--- config.mk ---
export PLATFORM = sky130hd
export DESIGN_NAME = set_time
export DESIGN_NICKNAME = d
export VERILOG_FILES = /design/src/rtl/set_time.sv
export SDC_FILE = /design/constraint.sdc
export NUM_CORES = 1
export LEC_CHECK = 0
export ABC_AREA = 0
export BUFFER_PORTS_ARGS = -buffer_cell sky130_fd_sc_hd__buf_4
export CAP_MARGIN = 0
export CORE_MARGIN = 10
export CORE_UTILIZATION = 40
export DETAILED_ROUTE_END_ITERATION = 6
export MAX_ROUTING_LAYER = met4
export RECOVER_POWER = 50
export SYNTH_ARGS = -nofsm -noshare
export SYNTH_HDL_FRONTEND = slang
export SYNTH_SLANG_ARGS = --single-unit
--- constraint.sdc ---
create_clock -name clk -period 2.4 [get_ports clk]
set_clock_uncertainty 0.1 [all_clocks]
set_input_delay 0.36 -clock clk [delete_from_list [all_inputs] [get_ports clk]]
set_output_delay 0.36 -clock clk [all_outputs]
set_load 0.005 [all_outputs]
--- src/rtl/set_time.sv ---
// Time-setting controller for a 24-hour HH:MM clock.
// Debounced-by-sync button edges drive a digit cursor and BCD increments.
module set_time #(
  parameter int SYNC_STAGES = 2
) (
  input  logic       clk,
  input  logic       reset,
  input  logic       start,
  input  logic       nextDigit,
  input  logic       up,
  output logic [3:0] h1,
  output logic [3:0] h0,
  output logic [3:0] min1,
  output logic [3:0] min0,
  output logic       editing,
  output logic [1:0] digit_sel
);

  typedef enum logic [2:0] {
    IDLE,
    SET_H1,
    SET_H0,
    SET_M1,
    SET_M0
  } state_t;

  state_t state;

  logic [SYNC_STAGES-1:0] s_start;
  logic [SYNC_STAGES-1:0] s_next;
  logic [SYNC_STAGES-1:0] s_up;
  logic                   d_start;
  logic                   d_next;
  logic                   d_up;

  always_ff @(posedge clk or negedge reset) begin
    if (!reset) begin
      s_start <= '0;
      s_next  <= '0;
      s_up    <= '0;
      d_start <= 1'b0;
      d_next  <= 1'b0;
      d_up    <= 1'b0;
    end else begin
      s_start <= {s_start[SYNC_STAGES-2:0], start};
      s_next  <= {s_next[SYNC_STAGES-2:0], nextDigit};
      s_up    <= {s_up[SYNC_STAGES-2:0], up};
      d_start <= s_start[SYNC_STAGES-1];
      d_next  <= s_next[SYNC_STAGES-1];
      d_up    <= s_up[SYNC_STAGES-1];
    end
  end

  logic p_start;
  logic p_next;
  logic p_up;

  assign p_start = s_start[SYNC_STAGES-1] & ~d_start;
  assign p_next  = s_next[SYNC_STAGES-1] & ~d_next;
  assign p_up    = s_up[SYNC_STAGES-1] & ~d_up;

  logic [3:0] h1_inc;

  assign h1_inc = (h1 == 4'd2) ? 4'd0 : h1 + 4'd1;

  always_ff @(posedge clk or negedge reset) begin
    if (!reset) begin
      state     <= IDLE;
      h1        <= 4'd0;
      h0        <= 4'd0;
      min1      <= 4'd0;
      min0      <= 4'd0;
      editing   <= 1'b0;
      digit_sel <= 2'd0;
    end else if (p_start) begin
      state     <= SET_H1;
      editing   <= 1'b1;
      digit_sel <= 2'd0;
    end else if (p_next) begin
      case (state)
        SET_H1: begin
          state     <= SET_H0;
          digit_sel <= 2'd1;
        end
        SET_H0: begin
          state     <= SET_M1;
          digit_sel <= 2'd2;
        end
        SET_M1: begin
          state     <= SET_M0;
          digit_sel <= 2'd3;
        end
        SET_M0: begin
          state     <= IDLE;
          editing   <= 1'b0;
          digit_sel <= 2'd0;
        end
        default: ;
      endcase
    end else if (p_up) begin
      case (state)
        SET_H1: begin
          h1 <= h1_inc;
          // Entering the 20s must not leave an illegal 24..29 hour.
          if (h1_inc == 4'd2 && h0 > 4'd3)
            h0 <= 4'd0;
        end
        SET_H0: begin
          if (h0 == ((h1 == 4'd2) ? 4'd3 : 4'd9))
            h0 <= 4'd0;
          else
            h0 <= h0 + 4'd1;
        end
        SET_M1: min1 <= (min1 == 4'd5) ? 4'd0 : min1 + 4'd1;
        SET_M0: min0 <= (min0 == 4'd9) ? 4'd0 : min0 + 4'd1;
        default: ;
      endcase
    end
  end

endmodule

==> summary by stage, run 1 <==
Clock network
The number of buffers created by CTS is 5. The total number of H-tree levels is 2. Clock-pin slew was measured on the worst setup and hold paths at 0.10 ns. TritonCTS built the clock tree. The buffer cell driving the clock tree root is sky130_fd_sc_hd__clkbuf_4. The number of clock sinks seen by CTS is 31. The number of buffers on the longest clock path is 2. The post-CTS setup-driven buffer insertion count is 0. For the worst-skew pair, the clock arrives at the later sink with an insertion delay of 0.33 ns.

STA
The minimum period implied by the final worst setup slack is 1.945 ns. In this run the tightest slew margin relative to its limit is 50.57%. The max-slew violation count is 0.

Setup repair after global routing left no endpoint under its margin. The final number of hold-violating endpoints is 0. The actual slew at the worst max-slew pin is 0.7414 ns.

The final-report setup violation count is 0. The highest attainable clock frequency is around 0.5 GHz. In the finished design, the share of the clock period the worst path needs comes to 81.04%. The setup TNS is 0 ns.

Global route
The via count of the first global-routing pass came to 1006. Entering global routing, the biggest net connects 32 pins. The first global-routing pass estimated ~4500 um of wire. Summed over all layers, the global routing overflow is 0. The initial antenna violation count is 0. Global routing consumed, over all layers together, roughly 9.0% of the routing resources.

Setup path
The setup slack of the worst register-to-register path is approximately 0.46 ns. The launch point of the worst path is state[2]$_DFFE_PN0P_. On the critical path, the stage with the largest delay is an instance of sky130_fd_sc_hd__dfrtp_1. For the worst setup path, the data required time is 2.54 ns. The worst setup path is of the reg2reg kind. The data arrival time of the critical path is between 2 and 2.5 ns. The peak per-stage delay on the critical path is 0.49 ns. The kind of start point of the critical path is a flop. The number of cells on the worst reg-to-reg path is 4. The critical-path maximum fanout is 9. The critical path capture point type is a flop. The endpoint identified for the worst register-to-register timing path is h0[0]$_DFFE_PN0P_. The startpoint identified for the worst register-to-register timing path is state[2]$_DFFE_PN0P_. Traced cell by cell, the critical path runs through or3b_4 -> or3_4 -> or2_4 -> a21o_1.

Hold path
In this run the most critical hold path is launched from nextDigit. The number of cells on the worst hold path is 1. The worst min-delay path class is in2reg. The destination of the worst hold path is s_next[0]$_DFF_PN0_.

Yosys
Multiplexer cells account for 3.059% of the synthesized area. Summing the areas of all xor and xnor instances in the mapped netlist gives 6.119% of the synthesized area. The number of warnings printed during yosys synthesis is 0. In this run the cell area of the synthesized design comes to 0.001431 mm2.

The synthesized netlist devotes 11.80% of its cell area to compound gates. Yosys attributes the largest share of cell area to sky130_fd_sc_hd__dfrtp_1 (54%), sky130_fd_sc_hd__xnor2_1 (3.7%), sky130_fd_sc_hd__o21ai_0 (3.5%). The number of distinct standard cells referenced by the synthesized netlist is 39. The adder and majority gate portion of the synthesized area is less than 1%.

The net count after synthesis is 128. Summing the areas of all and, or, nand and nor instances in the mapped netlist gives 21.33% of the synthesized area. The dominant combinational cell family by area after synthesis is simple AND/OR/NAND/NOR gates. Sequential cells were found to cover 54.20% of the synthesized design area. The synthesized design spends more area on one cell type than any other, namely sky130_fd_sc_hd__dfrtp_1. Synthesis inferred 31 register bits.

Counting every instance in the synthesized netlist gives roughly 120. The average footprint of a synthesized cell is ~12 um2. The share of Yosys cell area claimed by the top area cell type is a little over half.

Run status
The flow ran to the end, and the final reports show no timing, DRC or antenna violations.

Cells and area
The final cell count without fillers is slightly below 200. The layout has ~320 filler cells. The utilization of the core after routing is 50.50%. The number of nets in the final layout is 156. The area growth from synthesis to layout is 19.58%. The fraction of final layout cells with drive strength greater than 1 is between 20% and 30%. The number of antenna diodes is 0.

The final standard cell area without fillers is 0.001712 mm2.

Route
In this run the remaining antenna-violating nets after routing total 0. The remaining design rule violation count is 0. After detailed routing, the average wire length per cell comes to about 14 um. The violation count after the first detailed-routing iteration is 34. Before antenna repair, the detailed router went through 5 iterations. The number of vias per cell is around 5.2. The total vias in the final route is 1015. The routed design has 2677 um of wire.

Power
The total power draw is 1.548 mW. For this design the ratio of total power to cell area is slightly above 900 mW/mm2. Across the VDD grid, the largest voltage drop is 0.5164 mV. The leakage power total is 0.7363 nW.

Floorplan
The floorplan step set the die width to approximately 80 um. The total I/O pin count is 24. The number of rows created at floorplan is 21. The area of the core region is approximately 0.0034 mm2. The die outline area is 0.006371 mm2. In this run the vertical extent of the chip is 79.82 um. The initial utilization of the core area, before any placement, comes to 42.23%.

Job
The number of max-cap violations is 0.

Place
After detailed placement, the total cell area comes to 0.001647 mm2. The HPWL after detailed placement is 1948 um. Including well taps, the total number of placed cells is about 190. Port buffering added 23 buffers.

The final RePlAce weighted congestion is ~0.77.
[state kept, by name, summed over array words and instances, names as in the netlist]
name,flops
h0,4
h1,4
min0,4
min1,4
state,3
digit_sel,2
s_next,2
s_start,2
s_up,2
d_next,1
d_start,1
d_up,1
editing,1
[cells by family after synthesis]
kind of cell	Yosys count
compound gates	27
xor+xnor	10
fa+ha+maj	1
buf+inv	8
flops	31
mux	4
simple gates	41
[how the worst max path moves through the flow]
| stage | endpoint | slack (ns) | cells after the start |
|---|---|---|---|
| 6_report | h0[0]$_DFFE_PN0P_ | 0.46 | 4 |
| 5_1_grt | h0[0]$_DFFE_PN0P_ | 0.39 | 4 |
| 4_1_cts | h0[0]$_DFFE_PN0P_ | 0.44 | 4 |
| 3_5_place_dp | h0[0]$_DFFE_PN0P_ | 0.47 | 4 |
| 3_3_place_gp | h0[0]$_DFFE_PN0P_ | 0.48 | 4 |
| 2_1_floorplan | h0[0]$_DFFE_PN0P_ | 0.51 | 5 |
[timing repair]
item,CTS,global route
hold buffers,1,0
resized for setup,0,0
endpoints found under the hold margin,31,0
[worst max-delay path: cells and delay by family (launching register included)]
kind             cells  cell delay, ns
AND/OR/NAND/NOR      3            1.08
flip-flops           1            0.49
AO/OA/AOI/OAI        1            0.17
[layout by cell type (no fill, tap or decap), types with 2 or more instances in the layout]
cell type	synthesis	layout
sky130_fd_sc_hd__nand2b_1	4	4
sky130_fd_sc_hd__clkinvlp_4	0	2
sky130_fd_sc_hd__xor2_1	4	4
sky130_fd_sc_hd__buf_4	0	20
sky130_fd_sc_hd__o21ai_0	10	10
sky130_fd_sc_hd__o2bb2ai_1	2	2
sky130_fd_sc_hd__nand2_1	8	8
sky130_fd_sc_hd__a21oi_1	7	7
sky130_fd_sc_hd__nor2_1	2	2
sky130_fd_sc_hd__nand4_1	2	2
sky130_fd_sc_hd__xnor2_1	6	6
sky130_fd_sc_hd__inv_1	4	4
sky130_fd_sc_hd__nand3_1	3	3
sky130_fd_sc_hd__nor4_4	2	2
sky130_fd_sc_hd__mux2_2	3	3
sky130_fd_sc_hd__nor4bb_1	2	2
sky130_fd_sc_hd__dfrtp_1	31	31
sky130_fd_sc_hd__clkbuf_4	0	8
sky130_fd_sc_hd__nor3b_1	3	3
sky130_fd_sc_hd__nor2b_1	5	5
[layer usage]
layer  vias up  GRT usage (%)  wire length (um)
met5         -              -                 0
met4         0          4.225                61
met3         7          3.378               163
met2        22          14.24              1254
met1       495          9.788              1198
li1        491              -                 -
[layout make-up]
class | instances | area (um2) | area share, %
Sequential cell | 31 | 775.7 | 45.32
Multi-Input combinational cell | 83 | 618.1 | 36.11
Timing Repair Buffer | 25 | 187.7 | 10.96
Clock buffer | 5 | 37.54 | 2.193
Tap cell | 46 | 57.56 | 3.363
Inverter | 4 | 15.01 | 0.8772
Clock inverter | 3 | 20.02 | 1.170
[power breakdown]
| group | total (mW) | internal, mW | switching, mW |
|---|---|---|---|
| logic | 0.448 | 0.267 | 0.181 |
| registers | 0.800 | 0.632 | 0.167 |
| clock network | 0.301 | 0.112 | 0.189 |
[synth_stat cells]
library cell	instances
sky130_fd_sc_hd__inv_1	4
sky130_fd_sc_hd__dfrtp_1	31
sky130_fd_sc_hd__nor2b_1	5
sky130_fd_sc_hd__nand3b_1	1
sky130_fd_sc_hd__nand2b_1	4
sky130_fd_sc_hd__a41oi_1	1
sky130_fd_sc_hd__and3_1	1
sky130_fd_sc_hd__nor4_4	2
sky130_fd_sc_hd__or3_1	1
sky130_fd_sc_hd__nor4b_4	1
sky130_fd_sc_hd__o31ai_1	1
sky130_fd_sc_hd__mux2_2	3
sky130_fd_sc_hd__mux2i_1	1
sky130_fd_sc_hd__o21a_1	1
sky130_fd_sc_hd__or2_2	1
sky130_fd_sc_hd__or3b_2	1
sky130_fd_sc_hd__nor2_1	2
sky130_fd_sc_hd__a21o_1	1
sky130_fd_sc_hd__clkbuf_1	3
sky130_fd_sc_hd__or3b_4	1
sky130_fd_sc_hd__or2_4	1
sky130_fd_sc_hd__ha_1	1
sky130_fd_sc_hd__xor2_1	4
sky130_fd_sc_hd__nor4bb_1	2
sky130_fd_sc_hd__o2bb2ai_1	2
sky130_fd_sc_hd__xnor2_1	6
sky130_fd_sc_hd__or3_4	1
sky130_fd_sc_hd__nor3b_1	3
sky130_fd_sc_hd__nand2_1	8
sky130_fd_sc_hd__a31o_2	1
sky130_fd_sc_hd__a22o_1	1
sky130_fd_sc_hd__o21ai_0	10
sky130_fd_sc_hd__o221ai_1	1
sky130_fd_sc_hd__a21oi_1	7
sky130_fd_sc_hd__buf_6	1
sky130_fd_sc_hd__a21o_2	1
sky130_fd_sc_hd__nand4_1	2
sky130_fd_sc_hd__nand3_1	3
sky130_fd_sc_hd__nor4b_1	1
[through the flow]
step                hold WS [ns]  setup WS, ns
floorplan               -0.03559        0.5067
global placement          0.2149        0.4828
detailed placement        0.2145        0.4689
CTS                      0.01046        0.4445
global route             0.02665        0.3862
finish                   0.04322        0.4550
(Power assumes the default switching activity.)
==> run 2: changes to the inputs <==
==> constraint.sdc (replaced) <==
create_clock -name clk -period 1.85 [get_ports clk]
set_clock_uncertainty 0.1 [all_clocks]
set_input_delay 0.2775 -clock clk [delete_from_list [all_inputs] [get_ports clk]]
set_output_delay 0.2775 -clock clk [all_outputs]
set_load 0.005 [all_outputs]
==> run 2 against run 1 <==
  * Sequential share of layout area down 2.3 points
  * Die area unchanged
  * Combinational power up 62%
  * Global-route usage up 0.93 points
  * Count of clock-buffer cells in the layout up 3
  * Register-to-register slack worse by 0.41 ns
  * First-iteration DRC count up 29%
  * Cell count up 4.1%
  * Via count up 0.30%
  * Highest routed layer unchanged
==> summary by stage, run 2 (same netlist as run 1, synthesis figures left out) <==
Power
The power density relative to cell area is 1191 mW/mm2 (+32%). The net switching component of the power is 687.6 uW (+28%). The switching share of power was 32.04% (-2.7 points). The internal power was 1.458 mW (+44%). The relative contribution of the clock network to total power was 20.5% (+1.1 points).

The worst voltage drop across the vdd grid was 0.6350 mV (+23%). The sequential share of power was 45.6% (-6.0 points). The share of power burned in combinational logic is 33.9% (+5.0 points). The leakage power total is 0.7892 nW (+7.2%).

Clock network
The post-CTS clock slew at the launch and capture registers of the worst setup and hold paths was 0.10 ns (about the same). The tree is rooted in a sky130_fd_sc_hd__clkbuf_4. The clock latency on the worst-skew pair came to 0.33 ns (about the same). The post-CTS setup-driven buffer insertion count is 0 (unchanged). The total number of H-tree levels was 2 (unchanged). The number of clock sinks seen by CTS is 31 (unchanged). The number of buffers created by CTS came to 5 (unchanged).

The number of buffers on the longest clock path is 2 (unchanged). The CTS tree is built.

Setup path
The number of cell instances on the worst register-to-register path is 4 (unchanged). On the critical path the largest part of the delay comes from simple AND/OR/NAND/NOR gates. The critical path capture point type is a flop. The capture instance of the worst register-to-register path is h0[0]$_DFFE_PN0P_. The slowest stage of the critical path is the sky130_fd_sc_hd__or3b_4 cell.

The critical path goes through or3b_4 -> or3_4 -> or2_4 -> a21o_1. The type of the worst setup path is reg2reg. The worst path required time is 1.98 ns (-0.56 ns).

In this run the critical register-to-register path is launched from state[2]$_DFFE_PN0P_. STA classifies the critical path startpoint as a flop. The buffers plus inverters on the worst setup path is 0 (unchanged). The data arrival time of the critical path was 1.93 ns (-0.15 ns). The peak per-stage delay on the critical path is 0.44 ns (-0.05 ns).

The setup slack of the worst register-to-register path is 0.05 ns (-0.41 ns). The critical-path maximum fanout is 4 (-5).

Route
The routed wire length per instance was 13.47 um (-0.89%). The number of nets with antenna violations after detailed routing is 0 (unchanged). The remaining design rule violation count is 0 (unchanged). The number of vias per cell is 4.966 (-3.6%). The first-pass iteration count of the detailed router is 4 (-1). The total vias in the final route is 1018 (+0.30%).

The overall routed net length was 2761 um (+3.1%). The violation count after the first detailed-routing iteration came to 44 (+29%).

Cells and area
The final-layout fill cell count was 308 (-2.2%). The fraction of final layout cells with drive strength greater than 1 came to 32.08% (+2.3 points). The number of antenna diodes came to 0 (unchanged). Relative to the synthesized area, the layout overhead comes to 25.87%. The number of nets in the final layout is 164 (+5.1%). The most common cell after layout, fill and taps aside is sky130_fd_sc_hd__dfrtp_1. Leaving out fill and tap cells, the most frequent cells in the layout are sky130_fd_sc_hd__dfrtp_1 (31), sky130_fd_sc_hd__buf_4 (25), sky130_fd_sc_hd__nand2_1 (8), sky130_fd_sc_hd__o21ai_0 (8), sky130_fd_sc_hd__clkbuf_4 (8).

Hold path
The number of cells on the worst hold path is 0 (-1). The origin of the worst min-delay path is s_up[0]$_DFF_PN0_. The worst min-delay path class is reg2reg. For hold timing, the worst endpoint is s_up[1]$_DFF_PN0_.

Global route
The total global-route track usage came to 9.921% (+0.93 points). The first-pass GRT wire length is 4795 um (+6.9%). The maximum number of pins on one net before global-route repair is 32 (unchanged). The total global routing overflow is 0 (unchanged). The via count of the first global-routing pass is 1069 (+6.3%). The initial antenna violation count is 0 (unchanged).

Floorplan
The die outline area is 0.006371 mm2 (unchanged). The total I/O pin count was 24 (unchanged). The number of rows created at floorplan is 21 (unchanged). The area of the core region is 0.003390 mm2 (unchanged). The starting density of the core came to 42.23% (unchanged).

The floorplan die width is 79.82 um (unchanged). The die height came to 79.82 um (unchanged).

Place
The pre-CTS setup slack is 0.02390 ns (-0.4450 ns). The number of buffers inserted by port buffering came to 23 (unchanged). The final RePlAce weighted congestion is 0.7429 (-3.1%). The HPWL after detailed placement is 2033 um (+4.4%).

STA
The highest attainable clock frequency is 0.5545 GHz (+7.9%). The actual slew at the worst max-slew pin is 0.7627 ns (+0.02125 ns). Setup repair after global routing left no endpoint under its margin. The max-slew violation count is 0 (unchanged). The final-report setup violation count is 0 (unchanged). The setup slack after layout is 0.04668 ns (-0.4083 ns).

The setup TNS is 0 ns (unchanged). The minimum period implied by the final worst setup slack was 1.803 ns (-0.1417 ns). The tightest slew margin relative to the limit is 49.16% (-1.4 points). The final number of hold-violating endpoints is 0 (unchanged). The fraction of the cycle the final worst path needs is 97.48% (+16 points).

Job
The number of max-cap violations is 0 (unchanged).

Run status
The flow ran to the end, and the final reports show no timing, DRC or antenna violations.
run 2: timing repair:
item / 4_1_cts / 5_1_grt
endpoints found under the setup margin: 0 / 5
gates resized for setup: 0 / 5
hold buffers: 4 / 0
endpoints found under the hold margin: 34 / 0
run 2: routing by layer:
layer  part of all wire [%]  vias to the layer above  track usage, %
met5                      0                        -               -
met4                    2.2                        0           5.282
met3                    6.3                        6           4.955
met2                     49                       20           15.86
met1                     42                      491           9.729
li1                       -                      501               -
run 2: per-stage QoR:
stage	power, mW	area, um2	instances	util (%)	hold WS, ns
2_1_floorplan	1.382	1431	122	-	-0.1181
3_3_place_gp	1.689	1684	193	49.69	0.1287
3_5_place_dp	1.714	1684	193	49.69	0.1338
4_1_cts	2.171	1793	205	52.90	0.2589
5_1_grt	2.319	1802	205	53.16	0.2661
6_report	2.146	1802	205	53.16	0.2554
run 2: power by group through the flow:
| stage | registers (mW) | clock network (mW) | logic [mW] |
|---|---|---|---|
| floorplan | 0.973 | 0 | 0.409 |
| global placement | 0.983 | 0 | 0.706 |
| detailed placement | 0.991 | 0 | 0.723 |
| CTS | 0.979 | 0.461 | 0.731 |
| global route | 1.01 | 0.503 | 0.808 |
| finish | 0.978 | 0.441 | 0.727 |
run 2: worst max-delay path by stage:
stage / slack (ns) / depth (start not counted) / start / endpoint
final: 0.05 / 4 / state[2]$_DFFE_PN0P_ / h0[0]$_DFFE_PN0P_
after global routing: 0.002 / 4 / state[2]$_DFFE_PN0P_ / h0[0]$_DFFE_PN0P_
after CTS: 0.02 / 4 / d_up$_DFF_PN0_ / h0[0]$_DFFE_PN0P_
after detailed placement: 0.02 / 4 / s_next[1]$_DFF_PN0_ / min1[1]$_DFFE_PN0P_
after global placement: 0.05 / 4 / state[2]$_DFFE_PN0P_ / h0[0]$_DFFE_PN0P_
after floorplan: -0.02 / 5 / state[2]$_DFFE_PN0P_ / h0[0]$_DFFE_PN0P_
run 2: cell type report:
class | count | area, um2 | share of cell area (%)
multi-input cells | 83 | 629.4 | 34.93
repair buffers | 33 | 255.2 | 14.17
well taps | 46 | 57.56 | 3.194
flip-flops and latches | 31 | 775.7 | 43.06
clock buffers | 8 | 68.82 | 3.819
inverters | 4 | 15.01 | 0.8333
run 2: worst register-to-register path, cell delays in order, from the launching register on:
cell and delay (ns):
sky130_fd_sc_hd__dfrtp_1 0.41, sky130_fd_sc_hd__or3b_4 0.44, sky130_fd_sc_hd__or3_4 0.36, sky130_fd_sc_hd__or2_4 0.24, sky130_fd_sc_hd__a21o_1 0.16
